<file path="src/rtl/tdm_demux4_to_1.sv">
// Receive-side TDM demultiplexer: tracks slot position in a 4-slot frame and
// presents completed frames on four parallel channel outputs.
module tdm_demux4_to_1 #(
  parameter int unsigned WIDTH = 8,
  parameter int unsigned CNT_W = 8
) (
  input  logic             clock,
  input  logic             reset,
  input  logic             in_valid,
  input  logic             in_sync,
  input  logic [WIDTH-1:0] in_data,
  output logic [WIDTH-1:0] out0,
  output logic [WIDTH-1:0] out1,
  output logic [WIDTH-1:0] out2,
  output logic [WIDTH-1:0] out3,
  output logic             out_valid,
  output logic             sync_err,
  output logic             locked,
  output logic             s1,
  output logic             s0,
  output logic [CNT_W-1:0] frame_count
);

  localparam logic [0:0] HUNT   = 1'b0;
  localparam logic [0:0] LOCKED = 1'b1;

  logic [0:0]       state_q, state_d;
  logic [1:0]       slot_q, slot_d;
  logic [WIDTH-1:0] hold0_q, hold0_d, hold1_q, hold1_d, hold2_q, hold2_d;
  logic [WIDTH-1:0] out0_q, out0_d, out1_q, out1_d, out2_q, out2_d, out3_q, out3_d;
  logic             out_valid_q, out_valid_d;
  logic             sync_err_q, sync_err_d;
  logic [CNT_W-1:0] frame_count_q, frame_count_d;

  always_comb begin
    state_d       = state_q;
    slot_d        = slot_q;
    hold0_d       = hold0_q;
    hold1_d       = hold1_q;
    hold2_d       = hold2_q;
    out0_d        = out0_q;
    out1_d        = out1_q;
    out2_d        = out2_q;
    out3_d        = out3_q;
    out_valid_d   = 1'b0;
    sync_err_d    = 1'b0;
    frame_count_d = frame_count_q;
    if (in_valid) begin
      if (state_q == HUNT) begin
        if (in_sync) begin
          hold0_d = in_data;
          slot_d  = 2'd1;
          state_d = LOCKED;
        end
      end else if (in_sync) begin
        // Sync anywhere but slot 0 drops the partial frame and restarts it here.
        sync_err_d = (slot_q != 2'd0);
        hold0_d    = in_data;
        slot_d     = 2'd1;
      end else begin
        unique case (slot_q)
          2'd0: begin
            sync_err_d = 1'b1;
            state_d    = HUNT;
          end
          2'd1: begin
            hold1_d = in_data;
            slot_d  = 2'd2;
          end
          2'd2: begin
            hold2_d = in_data;
            slot_d  = 2'd3;
          end
          default: begin
            out0_d        = hold0_q;
            out1_d        = hold1_q;
            out2_d        = hold2_q;
            out3_d        = in_data;
            out_valid_d   = 1'b1;
            frame_count_d = frame_count_q + 1'b1;
            slot_d        = 2'd0;
          end
        endcase
      end
    end
  end

  always_ff @(posedge clock or posedge reset) begin
    if (reset) begin
      state_q       <= HUNT;
      slot_q        <= '0;
      hold0_q       <= '0;
      hold1_q       <= '0;
      hold2_q       <= '0;
      out0_q        <= '0;
      out1_q        <= '0;
      out2_q        <= '0;
      out3_q        <= '0;
      out_valid_q   <= 1'b0;
      sync_err_q    <= 1'b0;
      frame_count_q <= '0;
    end else begin
      state_q       <= state_d;
      slot_q        <= slot_d;
      hold0_q       <= hold0_d;
      hold1_q       <= hold1_d;
      hold2_q       <= hold2_d;
      out0_q        <= out0_d;
      out1_q        <= out1_d;
      out2_q        <= out2_d;
      out3_q        <= out3_d;
      out_valid_q   <= out_valid_d;
      sync_err_q    <= sync_err_d;
      frame_count_q <= frame_count_d;
    end
  end

  assign out0        = out0_q;
  assign out1        = out1_q;
  assign out2        = out2_q;
  assign out3        = out3_q;
  assign out_valid   = out_valid_q;
  assign sync_err    = sync_err_q;
  assign locked      = (state_q == LOCKED);
  assign s1          = slot_q[1];
  assign s0          = slot_q[0];
  assign frame_count = frame_count_q;

endmodule

</file>
<file path="config.mk">
export PLATFORM = sky130hd
export DESIGN_NAME = tdm_demux4_to_1
export DESIGN_NICKNAME = d
export VERILOG_FILES = /design/src/rtl/tdm_demux4_to_1.sv
export SDC_FILE = /design/constraint.sdc
export NUM_CORES = 1
export LEC_CHECK = 0
export BUFFER_PORTS_ARGS = -buffer_cell sky130_fd_sc_hd__buf_4
export CORE_ASPECT_RATIO = 1.2
export CORE_MARGIN = 5
export CORE_UTILIZATION = 54
export DETAILED_ROUTE_END_ITERATION = 7
export GPL_TIMING_DRIVEN = 0
export PLACE_DENSITY = 0.87
export RECOVER_POWER = 25
export SYNTH_ARGS = -nofsm -noshare
export SYNTH_HDL_FRONTEND = slang
export SYNTH_SLANG_ARGS = --single-unit
</file>
<file path="constraint.sdc">
create_clock -name clock -period 2.2 [get_ports clock]
set_clock_uncertainty 0.05 [all_clocks]
set_input_delay 0.11 -clock clock [delete_from_list [all_inputs] [get_ports clock]]
set_output_delay 0.11 -clock clock [all_outputs]
set_load 0.02 [all_outputs]
</file>
# After elaboration in Yosys (flattened, before gate mapping)
# Cells that the tools add are included.
# W data, S select, Z words.
# op_classes
n_reduce_logical,9
n_mux,16
n_eq_ne,3
n_addsub,1
bitwise,2
# ops
op,count
$mux W1,12
$reduce_and A4 Y1,3
$add A8 B1 Y8 const B,1
$mux W2,3
$pmux W2 S3,1
$reduce_bool A2 Y1,2
$reduce_and A3 Y1,1
$reduce_or A3 Y1,1
$eq A2 B1 Y1 const B,1
$eq A2 B2 Y1 const B,1
$logic_not A2 Y1,1
$ne A2 B2 Y1 const B,1
$not A1 Y1,2
$reduce_and A2 Y1,1
# word_totals
register_bits,69
wordCells,43
inputBits,12
out_inout_bits,45

# Depth between registers and ports, before layout
# logic_depth
ltp_word,6
mapped_depth,6

# Worst setup path after synthesis
# Ideal clock, no wire load.
# synth_timing
kind,reg2reg
startpoint,reg slot_q[1]
endpoint,reg slot_q[0]
stages_incl_launch_ff,7
slack_ns,0.584
arrival_ns,1.445
setup_time_ns,0.121
path_cell_list,dfrtp_1 inv_1 ha_1 ha_1 nor2b_1 a31oi_1 o22a_1
# synth_between
elab_chain_len,4
# synth_lines
element,line_no,rtl
start: declaration,28,"logic [1:0] slot_q, slot_d;"
start signal: assignment,104,slot_q <= slot_d;
"$eq A2 B2 Y1, or another cell as far along",61,unique case (slot_q)
$pmux W2 S3,61,
$mux W2,55,end else if (in_sync) begin
$mux W2,49,if (state_q == HUNT) begin
# Parallel ways exist; a longest one is shown, timed or not.
# A chain may end at the register's enable or synchronous reset.

# Final worst setup path
# layout_timing
startpoint,reg slot_q[1]
endpoint,reg frame_count_q[1] (netlist: frame_count[1])
# layout_between
elab_chain_len,4
# layout_lines
element,line_no,rtl
"$eq A2 B2 Y1, or another cell as far along",61,
$reduce_or A3 Y1 (no line) *,n/a,
$not A1 Y1 (no line) *,n/a,
$reduce_and A4 Y1 (no line) *,n/a,
end signal: assignment,114,frame_count_q <= frame_count_d;
end: declaration,33,"logic [CNT_W-1:0] frame_count_q, frame_count_d;"
# Every way passes the cells marked *; elsewhere a longest branch is shown, timed or not.

==> flow_metrics.tcl <==
set metrics [dict create \
    rsz0062_at_grt "no" \
    fin_crit_ns 1.716 \
    synth_edf_count 0 \
    p_sw_frac 0.3640 \
    gp_congestion 0.7853 \
    startpoint_type "register" \
    drc 0 \
    clock_latency_ns 0.34 \
    synth.most_common_cell "nand2_1" \
    p_int_uw 3048 \
    cts_buffers 9 \
    crit_type "register to register" \
    layout-drive-gt1-share 0.2827 \
    max_clock_freq_mhz 582.8 \
    first_pass_iters 4 \
    dp_hpwl_mm 4.138 \
    antenna_found_initial 0 \
    synth_compound_area_frac 0.01417 \
    worstMarginPinSlew_ns 1.210 \
    setup_tns_ns 0 \
    path_cells "ha_1, nand4b_2, clkinv_1, buf_2, nand2_1, nand2_1" \
    grt_max_degree 39 \
    p_seq_frac 0.430 \
    dr_total_vias 2011 \
    ys_async_sr_fraction 1.000 \
    power.switching_uw 1745 \
    synth_nets 263 \
    cts_sinks 69 \
    clk_pin_slew_worst_paths_ns 0.07 \
    ant_nets 0 \
    die_x_um 74.99 \
    powerDensity_nw_per_um2 1362 \
    cts_tree "done" \
    min-delay-start "hold1_q[7]$_DFFE_PP0P_" \
    syn_area_per_cell_um2 11.17 \
    crit_fanout 10 \
    fp-row-count 28 \
    htreeDepth 3 \
    overflow 0 \
    synth_top_family_by_area "simple AND/OR/NAND/NOR gates" \
    pwr-share-comb 0.346 \
    leakagePower_uw 0.001846 \
    drt_wl_total_mm 6.211 \
    diodes 0 \
    synth_xor_area_frac 0.02241 \
    synth_seq_cells 69 \
    holdCritPathClass "register to register" \
    yosys-top-cells-count "nand2_1, dfrtp_1, mux2_2" \
    drt_iter0_drc 141 \
    die_area_um2 6597 \
    synth_mux_area_frac 0.09877 \
    ir_drop_uv 635.3 \
    cap_violations 0 \
    critPathCaptureType "register" \
    crit_start "slot_q[1]$_DFFE_PP0P_" \
    status "complete, no violations" \
    synth_cell_types 24 \
    dpl.cell_count 362 \
    clockRootBuffer "clkbuf_8" \
    cpPeakStageDelay_ns 0.44 \
    setup_violations 0 \
    synthesis.area_um2 2736 \
    yosys.area_share.adder 0.02743 \
    area_growth_pct 28.62 \
    ys_warn_count 0 \
    cts_resized 0 \
    die_h_um 87.98 \
    grt_pass1_wl_mm 10.29 \
    drv_slew 0 \
    yosysSeqAreaShare 0.6310 \
    crit_arrival_ns 1.89 \
    synthFlopType "dfrtp_1" \
    grt_pass1_vias 2159 \
    vias_per_cell 5.170 \
    synth_top_area_cell "dfrtp_1" \
    instances_no_fill 389 \
    wire_per_inst_um 15.97 \
    max_slew_margin 0.1921 \
    track_usage 0.2099 \
    fin_nets 342 \
    worstPathRequired_ns 2.38 \
    synth_cells 245 \
    start_util 0.5540 \
    pwr-share-clk 0.224 \
    post-cts-setup-buffer-count 0 \
    io_buffers 56 \
    period_share 0.7800 \
    netlist_top_cells_area "dfrtp_1, nand2_1, mux2_2" \
    clock_path_buffers 2 \
    coreArea_um2 4940 \
    final-hold-violation-count 0 \
    crit-reg2reg-launch "slot_q[1]$_DFFE_PP0P_" \
    synthSimpleGateAreaFrac 0.1824 \
    cp_slowest_cell "dfrtp_1" \
    io_pins 57 \
    critPathTopFamily "buffers and inverters" \
    cpMostUsedCell "nand2_1" \
    path_buf_inv 2 \
    synth_top_area_share 0.6310 \
]
-- flip-flops by register name, summed over array words and instances (netlist names) --
name / flops
frame_count: 8
hold0_q: 8
hold1_q: 8
hold2_q: 8
out0: 8
out1: 8
out2: 8
out3: 8
slot_q: 2
locked: 1
out_valid: 1
sync_err: 1
-- cell families after synthesis --
family / count (synthesis)
adder cells (fa/ha/maj): 6
AO/OA/AOI/OAI: 6
multiplexers: 24
AND/OR/NAND/NOR: 119
flip-flops: 69
XOR/XNOR: 7
buffers and inverters: 14
-- cell usage in the layout, fill, tap and decap left out, drive strengths merged, types with 3 or more instances in the layout --
cell type	Yosys	final
a31oi	3	3
dfrtp	69	69
xor2	4	4
buf	8	50
mux2	24	24
xnor2	3	3
clkinv	1	4
inv	5	5
dlygate4sd3	0	11
nand2	106	106
ha	6	6
clkbuf	0	27
nor2	3	3
-- path summary, 6_finish.rpt --
path	slack, ns	cells after the start	to
max	0.48	6	frame_count[1]$_DFFE_PP0P_
min	0.42	2	out1[7]$_DFFE_PP0P_
max reg2reg	0.48	6	frame_count[1]$_DFFE_PP0P_
min reg2reg	0.42	2	out1[7]$_DFFE_PP0P_
max in group asynchronous	0.71	4	hold2_q[7]$_DFFE_PP0P_
min in group asynchronous	0.60	3	out_valid$_DFF_PP0_
-- tightest hold or removal path, stage by stage, from the launching register on --
cell     delay (ns)
dfrtp_1        0.34
nand2_1        0.05
nand2_1        0.05
-- metrics by stage --
stage	utilization	power (uW)	hold slack (ns)	cell area [um^2]	setup WS (ns)
after floorplan	-	3033	0.1491	2736	0.3001
after global placement	0.6543	3718	0.2808	3232	-0.4429
after detailed placement	0.6583	3817	0.2055	3252	0.5373
after CTS	0.7232	4915	0.3954	3572	0.4935
after global routing	0.7125	5080	0.4281	3520	0.3964
final	0.7125	4793	0.4160	3520	0.4841
-- layer usage --
layer  track usage  routed length (um)  vias to the layer above
li1              -                   -                      941
met5             0                   0                        -
met1        0.2589                2484                      997
met3       0.02985                 318                       12
met4        0.1165                 122                        0
met2        0.3494                3286                       61
-- power groups by stage --
stage	clock, uW	sequential [uW]	combinational (uW)
floorplan	0	2420	613
global placement	0	2050	1670
detailed placement	0	2080	1740
CTS	1080	2060	1780
global route	1130	2120	1830
finish	1070	2060	1660
-- cell type report --
| cell class | instances | area [um^2] |
|---|---|---|
| plain buffers | 8 | 42.54 |
| repair buffers | 68 | 498.0 |
| well taps | 60 | 75.07 |
| multi-input cells | 162 | 944.7 |
| clock inverters | 4 | 45.04 |
| inverters | 6 | 22.52 |
| clock buffers | 12 | 165.2 |
| flip-flops and latches | 69 | 1727 |
| fillers | 343 | 1420 |
-- repair_timing --
action / 4_1_cts / 5_1_grt
hold endpoints to repair: 64 / 0
hold buffers: 11 / 0
setup endpoints to repair: 0 / 0
(Power assumes the default switching activity.)
